$ cat src/rtl/cw_pkg.sv
// Shared widths, FSM encoding and saturating helper for the codeword encoder.
package cw_pkg;
  localparam int N_W = 11;
  localparam int T_W = 6;
  localparam int D_W = 10;
  localparam int U_W = 4;

  typedef enum logic [2:0] {
    IDLE   = 3'd0,
    LOOKUP = 3'd1,
    FLAG   = 3'd2,
    INDEX  = 3'd3,
    EMIT   = 3'd4,
    FIN    = 3'd5
  } state_t;

  // Unsigned subtraction clamped at zero so an overdrawn length ends the word.
  function automatic logic [N_W-1:0] sat_sub(input logic [N_W-1:0] a,
                                             input logic [N_W-1:0] b);
    return (b > a) ? '0 : (a - b);
  endfunction
endpackage

$ cat src/rtl/cw_bit_shift.sv
// Serial collector for the u-bit index, MSB first.
module cw_bit_shift
  import cw_pkg::*;
(
  input  logic           clk,
  input  logic           rst_n,
  input  logic           clr,
  input  logic           shift_en,
  input  logic           bit_in,
  input  logic [U_W-1:0] u,
  output logic [D_W-1:0] idx,
  output logic           last_bit
);
  logic [D_W-1:0] idx_q, idx_d;
  logic [U_W-1:0] cnt_q, cnt_d;

  // Next index/count: clear on a new index, shift in one bit per accepted bit.
  always_comb begin
    idx_d = idx_q;
    cnt_d = cnt_q;
    if (clr) begin
      idx_d = '0;
      cnt_d = '0;
    end else if (shift_en) begin
      idx_d = {idx_q[D_W-2:0], bit_in};
      cnt_d = cnt_q + U_W'(1);
    end
  end

  // Index and bit-count registers.
  always_ff @(posedge clk or negedge rst_n) begin
    if (!rst_n) begin
      idx_q <= '0;
      cnt_q <= '0;
    end else begin
      idx_q <= idx_d;
      cnt_q <= cnt_d;
    end
  end

  // The bit about to be accepted is the last one of the index.
  assign last_bit = ((cnt_q + U_W'(1)) == u);
  assign idx      = idx_q;
endmodule

$ cat src/rtl/cw_enc_ctrl.sv
// Constant-weight encoder control: walks the payload bits, queries best_d,
// and emits the positions of the one-bits of the codeword.
module cw_enc_ctrl
  import cw_pkg::*;
#(
  parameter int BD_LAT = 1
) (
  input  logic           clk,
  input  logic           rst_n,
  input  logic           start,
  input  logic [N_W-1:0] n_init,
  input  logic [T_W-1:0] t_init,
  input  logic           bit_in,
  input  logic           bit_valid,
  output logic           bit_ready,
  output logic [N_W-1:0] bd_n,
  output logic [T_W-1:0] bd_t,
  input  logic [D_W-1:0] bd_d,
  input  logic [U_W-1:0] bd_u,
  output logic [N_W-1:0] pos,
  output logic           pos_valid,
  input  logic           pos_ready,
  output logic           busy,
  output logic           done,
  output logic [T_W-1:0] t_left
);
  localparam logic [7:0] LAT_C = 8'(BD_LAT);

  state_t         state_q, state_d;
  logic [N_W-1:0] n_q, n_d, delta_q, delta_d, bd_n_q, bd_n_d;
  logic [T_W-1:0] t_q, t_d, bd_t_q, bd_t_d, t_left_q, t_left_d;
  logic [D_W-1:0] d_q, d_d;
  logic [U_W-1:0] u_q, u_d;
  logic [7:0]     lat_q, lat_d;
  logic           clr, shift_en, last_bit;
  logic [D_W-1:0] idx;

  cw_bit_shift u_shift (
    .clk      (clk),
    .rst_n    (rst_n),
    .clr      (clr),
    .shift_en (shift_en),
    .bit_in   (bit_in),
    .u        (u_q),
    .idx      (idx),
    .last_bit (last_bit)
  );

  // Next-state and datapath updates for the encoding walk.
  always_comb begin
    state_d  = state_q;
    n_d      = n_q;
    t_d      = t_q;
    delta_d  = delta_q;
    d_d      = d_q;
    u_d      = u_q;
    lat_d    = lat_q;
    bd_n_d   = bd_n_q;
    bd_t_d   = bd_t_q;
    t_left_d = t_left_q;
    clr      = 1'b0;
    shift_en = 1'b0;
    case (state_q)
      IDLE: begin
        if (start) begin
          n_d     = n_init;
          t_d     = t_init;
          delta_d = '0;
          state_d = LOOKUP;
        end
      end
      LOOKUP: begin
        if (lat_q == 8'd0 && (t_q == '0 || n_q <= N_W'(t_q))) begin
          t_left_d = t_q;
          state_d  = FIN;
        end else if (lat_q == LAT_C) begin
          d_d     = bd_d;
          u_d     = bd_u;
          state_d = FLAG;
        end else begin
          lat_d = lat_q + 8'd1;
        end
      end
      FLAG: begin
        if (bit_valid) begin
          if (bit_in) begin
            n_d     = sat_sub(n_q, N_W'(d_q));
            delta_d = delta_q + N_W'(d_q);
            state_d = LOOKUP;
          end else begin
            clr     = 1'b1;
            state_d = (u_q == '0) ? EMIT : INDEX;
          end
        end
      end
      INDEX: begin
        if (bit_valid) begin
          shift_en = 1'b1;
          if (last_bit) state_d = EMIT;
        end
      end
      EMIT: begin
        if (pos_ready) begin
          delta_d = delta_q + N_W'(idx) + N_W'(1);
          n_d     = sat_sub(n_q, N_W'(idx) + N_W'(1));
          t_d     = t_q - T_W'(1);
          state_d = LOOKUP;
        end
      end
      FIN:     state_d = IDLE;
      default: state_d = IDLE;
    endcase
    // Present the query to best_d from the first LOOKUP cycle and hold it there.
    if (state_d == LOOKUP && state_q != LOOKUP) begin
      lat_d  = 8'd0;
      bd_n_d = n_d;
      bd_t_d = t_d;
    end
  end

  // State and datapath registers.
  always_ff @(posedge clk or negedge rst_n) begin
    if (!rst_n) begin
      state_q  <= IDLE;
      n_q      <= '0;
      t_q      <= '0;
      delta_q  <= '0;
      d_q      <= '0;
      u_q      <= '0;
      lat_q    <= '0;
      bd_n_q   <= '0;
      bd_t_q   <= '0;
      t_left_q <= '0;
    end else begin
      state_q  <= state_d;
      n_q      <= n_d;
      t_q      <= t_d;
      delta_q  <= delta_d;
      d_q      <= d_d;
      u_q      <= u_d;
      lat_q    <= lat_d;
      bd_n_q   <= bd_n_d;
      bd_t_q   <= bd_t_d;
      t_left_q <= t_left_d;
    end
  end

  assign bit_ready = (state_q == FLAG) || (state_q == INDEX);
  assign pos_valid = (state_q == EMIT);
  assign pos       = pos_valid ? (delta_q + N_W'(idx)) : '0;
  assign busy      = (state_q != IDLE);
  assign done      = (state_q == FIN);
  assign bd_n      = bd_n_q;
  assign bd_t      = bd_t_q;
  assign t_left    = t_left_q;
endmodule

$ cat config.mk
export PLATFORM = sky130hd
export DESIGN_NAME = cw_enc_ctrl
export DESIGN_NICKNAME = d
export VERILOG_FILES = /design/src/rtl/cw_pkg.sv /design/src/rtl/cw_bit_shift.sv /design/src/rtl/cw_enc_ctrl.sv
export SDC_FILE = /design/constraint.sdc
export NUM_CORES = 1
export LEC_CHECK = 0
export BUFFER_PORTS_ARGS = -buffer_cell sky130_fd_sc_hd__buf_2
export CAP_MARGIN = 15
export CORE_ASPECT_RATIO = 1.25
export CORE_MARGIN = 2
export CORE_UTILIZATION = 40
export CTS_BUF_LIST = sky130_fd_sc_hd__clkbuf_4 sky130_fd_sc_hd__clkbuf_8 sky130_fd_sc_hd__clkbuf_16
export DETAILED_ROUTE_END_ITERATION = 12
export PLACE_DENSITY_LB_ADDON = 0.2
export SETUP_SLACK_MARGIN = 0.15
export SLEW_MARGIN = 20
export SYNTH_ARGS = -nofsm -noshare
export SYNTH_HDL_FRONTEND = slang
export SYNTH_SLANG_ARGS = --single-unit
$ cat constraint.sdc
create_clock -name clk -period 9.4 [get_ports clk]
set_clock_uncertainty 0.15 [all_clocks]
set_input_delay 0.47 -clock clk [delete_from_list [all_inputs] [get_ports clk]]
set_output_delay 0.47 -clock clk [all_outputs]
set_load 0.1 [all_outputs]
==> results of run 1 <==
==> metrics by stage <==
step	hold WS, ns	instance area (um^2)	worst slack (ns)	cells	util, %
after detailed placement	0.215	7120	5.86	1019	44.1
final	0.189	7520	5.70	1036	46.6
after CTS	0.176	7520	5.72	1036	46.6
after global routing	0.189	7520	5.53	1036	46.6
after global placement	0.212	7120	6.06	1019	44.1
after floorplan	0.0244	6550	5.64	745	-
==> cell usage after synthesis, types with 10 or more instances <==
library cell	number	area share (%)
a21oi_1	49	3.7
dfrtp_1	90	34
o21a_1	13	1.5
or3_1	12	1.1
nor2_1	55	3.2
nand2_1	104	6.0
clkbuf_1	14	0.80
ha_1	54	10
nand3_1	30	2.3
nand4_1	10	0.96
xor2_1	22	2.9
o21ai_0	36	2.8
and2_1	11	1.1
inv_1	39	2.2
mux2_2	23	4.0
xnor2_1	18	2.4
==> routing by layer <==
| metal | vias up | wire [um] | part of all wire (%) |
|---|---|---|---|
| met2 | 132 | 9810 | 51 |
| met3 | 25 | 634 | 3.3 |
| met5 | - | 0 | 0 |
| met4 | 0 | 527 | 2.7 |
| met1 | 2837 | 8230 | 43 |
| li1 | 2840 | - | - |
==> registers in the layout (all words and copies together) (netlist names) <==
signal         flops
u_shift.idx       10
u_q                4
n_q               11
t_left             6
d_q               10
lat_q              8
u_shift.cnt_q      4
bd_t               6
state_q            3
bd_n              11
delta_q           11
t_q                6
==> worst reg2reg max path, stage by stage (launching register included) <==
cell and delay, ns:
dfrtp_1 0.48, and3_1 0.21, and2_1 0.16, and3_1 0.22, nand2_1 0.08, xor2_1 0.16, ha_1 0.35, a21o_1 0.20
a21oi_1 0.24, nor2b_1 0.10, o21a_1 0.19, a41o_1 0.36, a222oi_1 0.43, a31oi_1 0.14
==> cell families after synthesis <==
logic type                 Yosys count
DFF                                 90
and+or+nand+nor                    279
AOI/OAI and AO/OA                  185
adders and majority gates           58
buffers and inverters               61
muxes                               32
xor gates and xnor gates            40
==> path summary, 6_finish.rpt <==
| check | to | slack (ns) | from | depth (start not counted) |
|---|---|---|---|---|
| worst max-delay path | pos[10] | 5.70 | u_shift.idx[0] | 8 |
| worst min-delay path | bd_n[7] | 0.19 | n_init[7] | 3 |
| worst max register to register | bd_n[1] | 5.79 | u_shift.idx[2] | 13 |
| worst min register to register | bd_t[2] | 0.32 | bd_t[2] | 2 |
| max in group asynchronous | u_shift.cnt_q[1] | 7.50 | rst_n | 3 |
| min in group asynchronous | bd_n[7] | 0.39 | rst_n | 2 |
==> final cells by class <==
class                      count  share of cell area (%)
multi-input combinational    594                    53.7
sequential                    90                    29.9
timing repair buffer          80                    5.59
tap                          216                    3.59
clock buffer                  11                    3.19
clock inverter                 5                    2.00
inverter                      40                    2.00
==> what timing repair did <==
action | CTS | global route
gates resized for setup | 0 | 0
buffers inserted | 0 | 0
hold endpoints to repair | 18 | 0
hold buffers | 1 | 0
==> results.sh, run 1 <==
export IMPL_status="complete, no violations"
export IMPL_die_w_um=118
export IMPL_via_per_inst=5.63
export IMPL_rows=52
export IMPL_grt_pass1_wl_mm=30.8
export IMPL_critPathBufInv=1
export IMPL_setup_viol=0
export IMPL_synth_xor_area_share_pct=5.35
export IMPL_grt_util_met1_pct=27.7
export IMPL_crit_required_ns=8.78
export IMPL_hold_path_class="input pin to flip-flop"
export IMPL_ant_nets=0
export IMPL_io_pins=75
export IMPL_numCtsBuffers=9
export IMPL_initial_core_util_pct=40.6
export IMPL_synth_top_family_by_area="simple AND/OR/NAND/NOR gates"
export IMPL_dp_hpwl_mm=14.7
export IMPL_drc_errors=0
export IMPL_clockBufferDepth=2
export IMPL_ys_seq_elements=90
export IMPL_final_cell_mix="nand2_1 (104), dfrtp_1 (90), buf_2 (73), nor2_1 (55), ha_1 (54)"
export IMPL_wl_mm=19.2
export IMPL_drtIter0Drc=412
export IMPL_detail_route_wl_per_cell_um=18.5
export IMPL_final_seq_area_um2=2250
export IMPL_io_buffers=74
export IMPL_grt_overflow_total=0
export IMPL_vias=5834
export IMPL_arrival_ns=3.08
export IMPL_crit_type="flip-flop to output pin"
export IMPL_clk_pin_slew_ns=0.07
export IMPL_yosys_mux_area_fraction_pct=5.33
export IMPL_syn_inst=745
export IMPL_async_flop_share_pct=100
export IMPL_dieArea_um2=17400
export IMPL_core_area_um2=16100
export IMPL_hold_viol=0
export IMPL_drv_slew=0
export IMPL_clock_sinks=90
export IMPL_yosys_area_share_adder_pct=11.5
export IMPL_grt_pass1_vias=5765
export IMPL_synth_seq_area_share_pct=34.4
export IMPL_synth_cell_types=65
export IMPL_grt_max_degree=73
export IMPL_multi_input_area_um2=4040
export IMPL_htreeDepth=3
export IMPL_worstMarginPinSlew_ns=1.08
export IMPL_rsz0062_at_grt="false"
export IMPL_cap_violations=0
export IMPL_diodes=0
export IMPL_critical_path_top_delay_family="compound AO/OA/AOI/OAI gates"
export IMPL_synth_avg_cell_area_um2=8.79
export IMPL_finalSetupTns_ns=0
export IMPL_cp_slowest_cell="dfrtp_1"
export IMPL_fin_crit_sh_pct=39.4
export IMPL_cts_tree="done"
export IMPL_grtUsageMet3_pct=3.11
export IMPL_fill_cells=1634
export IMPL_synth_edf_count=0
export IMPL_grtUsageMet2_pct=39.6
export IMPL_nets=910
export IMPL_gr_max_usage_layer="met2"
export IMPL_critical_path_cell_chain="ha_1, fa_1, a21oi_1, o2111ai_1, a31oi_1, and4b_1, nor2_1, buf_2"
export IMPL_synth_top_flop_cell="dfrtp_1"
export IMPL_netlist_area_um2=6550
export IMPL_fin_crit_ns=3.70
export IMPL_antenna_found_initial=0
export IMPL_die_h_um=147
export IMPL_drt_first_pass_iters=8
export IMPL_slew_headroom_pct=27.6
export IMPL_cts_root_buf="clkbuf_16"
export IMPL_ys_warn_count=0
export IMPL_drive_gt1_share_pct=15.5
export IMPL_syn2layout_area_growth_pct=14.9
export IMPL_gp_congestion=0.886
export IMPL_grt_use_total_pct=22.5
export IMPL_synthSimpleGateAreaFrac_pct=20.9
export IMPL_cp_slowest_stage_delay_ns=0.48
export IMPL_fmax_ghz=0.270
export IMPL_critPathMaxFanout=8
export IMPL_clk_latency_ns=0.36
export IMPL_synth_nets=840
export IMPL_synth_compound_area_share_pct=18.6
export IMPL_worst_setup_path_start_kind="flip-flop"
export IMPL_worst_setup_path_end_kind="output pin"
export IMPL_final_common_cell="nand2_1"
Power of run 1 is left out: the tool's default activity adds up to more than one toggle a clock period on the data nets, which glitch-free logic cannot reach.
==> run 2, diff against run 1 <==
--- a/config.mk
+++ b/config.mk
@@ -5,6 +5,7 @@
 export SDC_FILE = /design/constraint.sdc
 export NUM_CORES = 1
 export LEC_CHECK = 0
+export ABC_AREA = 1
 export BUFFER_PORTS_ARGS = -buffer_cell sky130_fd_sc_hd__buf_2
 export CAP_MARGIN = 15
 export CORE_ASPECT_RATIO = 1.25
==> constraint.sdc (replaced) <==
create_clock -name clk -period 3.4 [get_ports clk]
set_clock_uncertainty 0.15 [all_clocks]
set_input_delay 0.17 -clock clk [delete_from_list [all_inputs] [get_ports clk]]
set_output_delay 0.17 -clock clk [all_outputs]
set_load 0.1 [all_outputs]
==> run 2 against run 1 <==
Effect of this change: global-route usage grew 0.79 points; design area grew 10%; setup slack lost 5.4 ns; critical path type unchanged; critical endpoint is now pos[6]; die area grew 8.6%; final cell count grew 31%; hold slack lost 0.13 ns; utilization grew 0.97 points.
==> results.sh, run 2 <==
export IMPL_status="complete, no violations"
export IMPL_yosysTopAreaCell="dfrtp_1"
export IMPL_syn_inst=1031
export IMPL_clk_latency_ns=0.36
export IMPL_worst_setup_path_end_kind="output pin"
export IMPL_finalSetupTns_ns=0
export IMPL_synth_top_flop_cell="dfrtp_1"
export IMPL_diodes=0
export IMPL_setup_viol=0
export IMPL_synth_top_area_share_pct=31.6
export IMPL_vias=6916
export IMPL_dieArea_um2=18900
export IMPL_ys_warn_count=0
export IMPL_synth_cell_types=51
export IMPL_wl_mm=21.1
export IMPL_io_pins=75
export IMPL_fin_crit_ns=3.06
export IMPL_reg2reg_depth=18
export IMPL_rows=54
export IMPL_crit_required_ns=3.08
export IMPL_dp_hpwl_mm=16.5
export IMPL_hold_path_class="input pin to flip-flop"
export IMPL_hold_viol=0
export IMPL_die_w_um=123
export IMPL_final_cell_mix="nand2_1 (298), inv_1 (130), dfrtp_1 (89), nor2_1 (85), nand3_1 (81)"
export IMPL_numCtsBuffers=9
export IMPL_grt_pass1_vias=6704
export IMPL_synth_edf_count=0
export IMPL_synth_nets=1126
export IMPL_yosysMostFrequentCell="nand2_1"
export IMPL_grt_max_degree=53
export IMPL_synthTopCellsByArea="dfrtp_1 (32%), nand2_1 (16%), ha_1 (9.5%), inv_1 (6.8%), nand3_1 (5.7%)"
export IMPL_drtIter0Drc=317
export IMPL_hold_start="n_init[8]"
export IMPL_syn2layout_area_growth_pct=16.4
export IMPL_arrival_ns=2.74
export IMPL_cap_violations=0
export IMPL_slew_headroom_pct=52.9
export IMPL_rsz0062_at_grt="false"
export IMPL_clk_pin_slew_ns=0.07
export IMPL_drv_slew=0
export IMPL_cts_tree="done"
export IMPL_ant_nets=0
export IMPL_whs_endpoint="n_q[8]"
export IMPL_io_buffers=74
export IMPL_grt_use_total_pct=23.3
export IMPL_dr_wl_met3_um=868
export IMPL_met1_length_mm=8.89
export IMPL_grt_pass1_wl_mm=34.1
export IMPL_fin_crit_sh_pct=90.0
export IMPL_crit_type="flip-flop to output pin"
export IMPL_highest_layer="met4"
export IMPL_grt_overflow_total=0
export IMPL_core_area_um2=17400
export IMPL_whs_path_depth=4
export IMPL_fmax_ghz=0.327
export IMPL_drt_first_pass_iters=5
export IMPL_netlist_area_um2=7130
export IMPL_nets=1227
export IMPL_reg2reg_from="u_shift.idx[0]"
export IMPL_detail_route_wl_per_cell_um=15.5
export IMPL_rr_endpoint="n_q[4]"
export IMPL_worst_setup_path_start_kind="flip-flop"
export IMPL_synth_seq_area_share_pct=31.6
export IMPL_cts_root_buf="clkbuf_16"
export IMPL_drive_gt1_share_pct=12.8
export IMPL_synthTopCellsByCount="nand2_1 (298), inv_1 (130), dfrtp_1 (90), nor2_1 (86), nand3_1 (81)"
export IMPL_htreeDepth=3
export IMPL_initial_core_util_pct=40.9
export IMPL_dr_wl_met2_mm=10.7
export IMPL_critPathMaxFanout=5
export IMPL_clockBufferDepth=2
export IMPL_antenna_found_initial=0
export IMPL_final_common_cell="nand2_1"
export IMPL_via_per_inst=5.08
export IMPL_synth_avg_cell_area_um2=6.91
export IMPL_worst_r2r_setup_slack_ns=0.39
export IMPL_gp_congestion=0.883
export IMPL_async_flop_share_pct=100
export IMPL_clock_sinks=90
export IMPL_worstMarginPinSlew_ns=0.706
export IMPL_ys_seq_elements=90
export IMPL_drc_errors=0
export IMPL_die_h_um=153
## run 2: through the flow
stage / utilization (%) / cell area, um^2 / std cells / hold slack, ns / setup WS (ns)
final: 47.6 / 8300 / 1361 / 0.0557 / 0.340
after global routing: 47.6 / 8300 / 1361 / 0.0985 / 0.137
after CTS: 47.4 / 8270 / 1358 / 0.0468 / 0.359
after detailed placement: 44.5 / 7750 / 1320 / 0.117 / 0.366
after global placement: 44.5 / 7750 / 1320 / 0.109 / 0.480
after floorplan: - / 7130 / 1031 / -0.276 / 0.312
## run 2: final cells by class
cell class,instances,area [um^2]
tap,224,280
sequential,90,2250
inverter,145,547
fill,1803,9140
timing repair buffer,106,668
clock buffer,9,225
multi-input combinational,780,4250
clock inverter,7,75.1
## run 2: worst max-delay path, stage by stage (launching register included)
cell,delay [ns]
dfrtp_1,0.42
buf_4,0.15
ha_1,0.24
fa_1,0.46
nand2_1,0.14
nand2_1,0.06
nand3_1,0.08
nand3_1,0.08
nand2_1,0.14
inv_1,0.06
nor2_1,0.10
buf_2,0.44
## run 2: worst max-delay path by stage
stage / from / to / slack [ns] / cells past startpoint
after detailed placement: u_shift.idx[1] / bd_n[7] / 0.37 / 19
final: u_shift.idx[0] / pos[6] / 0.34 / 11
after global routing: u_shift.idx[0] / bd_n[8] / 0.14 / 19
after CTS: u_shift.idx[1] / bd_n[5] / 0.36 / 19
after floorplan: u_shift.idx[0] / pos[6] / 0.31 / 9
after global placement: u_shift.idx[1] / bd_n[7] / 0.48 / 19
## run 2: cells by family after synthesis
family          count (synthesis)  share of synthesized area, %
flops                          90                          31.6
buf+inv                       161                          8.86
simple gates                  540                          33.1
xor+xnor                       27                          3.32
compound gates                155                          12.5
fa+ha+maj                      58                          10.6
## run 2: per-layer routing
| metal | track usage, % | up-vias |
|---|---|---|
| met5 | 0 | - |
| met4 | 9.36 | 0 |
| met3 | 3.06 | 40 |
| met2 | 40.7 | 158 |
| met1 | 28.4 | 3156 |
| li1 | - | 3562 |
## run 2: what timing repair did
action                                  4_1_cts  5_1_grt
endpoints found under the hold margin        71        0
resized for setup                             0        2
setup buffers                                 0        3
endpoints found under the setup margin        0       14
hold buffers                                 22        0
Power of run 2 is left out for the same reason.
==> run 3, diff against run 2 <==
==> constraint.sdc (replaced) <==
create_clock -name clk -period 3.05 [get_ports clk]
set_clock_uncertainty 0.15 [all_clocks]
set_input_delay 0.1525 -clock clk [delete_from_list [all_inputs] [get_ports clk]]
set_output_delay 0.1525 -clock clk [all_outputs]
set_load 0.1 [all_outputs]
==> run 3 against run 2 <==
Effect of this change: register-to-register slack got worse by 0.29 ns; critical path depth increased by 7; count of clock-buffer cells in the layout increased by 2; highest routed layer unchanged.
==> results.sh, run 3 (synthesized netlist as in run 2, its figures left out) <==
export IMPL_slew_headroom_pct=55.1
export IMPL_cp_slowest_stage_delay_ns=0.39
export IMPL_crit_type="flip-flop to flip-flop"
export IMPL_cts_tree="done"
export IMPL_design_area_um2=8570
export IMPL_critPathMostFrequentCell="nand2_1"
export IMPL_final_cell_mix="nand2_1 (292), inv_1 (128), dfrtp_1 (89), nor2_1 (78), nand3_1 (77)"
export IMPL_drive_gt1_share_pct=15.8
export IMPL_cap_violations=0
export IMPL_grt_overflow_total=0
export IMPL_grt_pass1_wl_mm=34.8
export IMPL_antenna_found_initial=0
export IMPL_drtIter0Drc=421
export IMPL_crit_required_ns=3.15
export IMPL_clk_latency_ns=0.36
export IMPL_io_pins=75
export IMPL_grt_use_total_pct=23.8
export IMPL_drv_slew=0
export IMPL_core_area_um2=17400
export IMPL_critPathMaxFanout=4
export IMPL_die_w_um=123
export IMPL_drt_first_pass_iters=5
export IMPL_initial_core_util_pct=40.9
export IMPL_final_common_cell="nand2_1"
export IMPL_diodes=0
export IMPL_via_per_inst=5.10
export IMPL_placed_area_um2=7800
export IMPL_worstMarginPinSlew_ns=0.673
export IMPL_status="complete, no violations"
export IMPL_syn2layout_area_growth_pct=20.2
export IMPL_dieArea_um2=18900
export IMPL_clk_pin_slew_ns=0.07
export IMPL_hold_path_class="input pin to flip-flop"
export IMPL_nets=1237
export IMPL_cp_slowest_cell="dfrtp_1"
export IMPL_critical_path_cell_chain="ha_2, nand3_2, nand3b_1, nor2_2, nand2_1, xor2_1, ha_1, nand2_1, nand2_1, inv_2, o21ai_1, a21oi_1, nand2_2, nand2_4, clkinvlp_4, nand2_1, nand3_1, and2_1"
export IMPL_wl_mm=21.7
export IMPL_finalSetupTns_ns=0
export IMPL_numCtsBuffers=9
export IMPL_dp_hpwl_mm=16.6
export IMPL_vias=6989
export IMPL_fmax_ghz=0.340
export IMPL_clock_sinks=90
export IMPL_htreeDepth=3
export IMPL_cts_root_buf="clkbuf_16"
export IMPL_hold_viol=0
export IMPL_setup_ws_ns=0.105
export IMPL_detail_route_wl_per_cell_um=15.8
export IMPL_grt_pass1_vias=6792
export IMPL_grt_max_degree=91
export IMPL_arrival_ns=3.05
export IMPL_worst_setup_path_start_kind="flip-flop"
export IMPL_dpl_worst_slack_ns=0.161
export IMPL_clockBufferDepth=2
export IMPL_fin_crit_ns=2.95
export IMPL_io_buffers=74
export IMPL_rows=54
export IMPL_drc_errors=0
export IMPL_worst_setup_path_end_kind="flip-flop"
export IMPL_gp_congestion=0.910
export IMPL_ant_nets=0
export IMPL_die_h_um=153
export IMPL_rsz0062_at_grt="true"
export IMPL_setup_viol=0
export IMPL_fin_crit_sh_pct=96.6
[run 3: worst paths after layout]
| path | slack [ns] | end | from | depth (start not counted) |
|---|---|---|---|---|
| max in group asynchronous | 2.07 | n_q[2] | rst_n | 3 |
| min | 0.04 | n_q[8] | n_init[8] | 4 |
| min reg2reg | 0.33 | bd_t[2] | bd_t[2] | 2 |
| min in group asynchronous | 0.23 | delta_q[8] | rst_n | 3 |
| max | 0.10 | n_q[8] | u_shift.idx[0] | 18 |
| max reg2reg | 0.10 | n_q[8] | u_shift.idx[0] | 18 |
[run 3: worst max-delay path: cells and delay by family (launching register included)]
kind                       cells  cell delay (ns)
AOI/OAI and AO/OA              2             0.23
xor gates and xnor gates       1             0.15
buffers and inverters          2             0.20
DFF                            1             0.39
and+or+nand+nor               11             1.19
adders and majority gates      2             0.52
[run 3: stage by stage]
stage          util [%]  hold slack [ns]  std cells
6_report           49.1           0.0443       1371
2_1_floorplan         -           -0.293       1031
5_1_grt            49.1           0.0546       1371
3_5_place_dp       44.8            0.104       1323
3_3_place_gp       44.8           0.0949       1323
4_1_cts            48.2           0.0323       1363
[run 3: cell type report]
| class | instances | area [um^2] |
|---|---|---|
| inverter | 145 | 547 |
| tap | 224 | 280 |
| clock inverter | 5 | 108 |
| timing repair inverter | 1 | 7.51 |
| clock buffer | 11 | 253 |
| timing repair buffer | 115 | 786 |
| sequential | 90 | 2250 |
| fill | 1814 | 8870 |
| multi-input combinational | 780 | 4330 |
[run 3: metal layers]
metal,global-route usage [%],part of all wire (%),wire (um),vias up
met4,9.63,3.3,707,0
met1,28.9,42,9180,3201
li1,-,-,-,3578
met5,0,0,0,-
met2,41.4,51,11000,170
met3,3.36,3.5,769,40
[run 3: timing repair]
item	4_1_cts	5_1_grt
hold buffers	22	0
setup buffers	2	7
resized for setup	3	36
setup endpoints to repair	4	30
endpoints found under the hold margin	112	0
cloned	0	1
pin swaps	1	18
Power of run 3 is left out for the same reason.
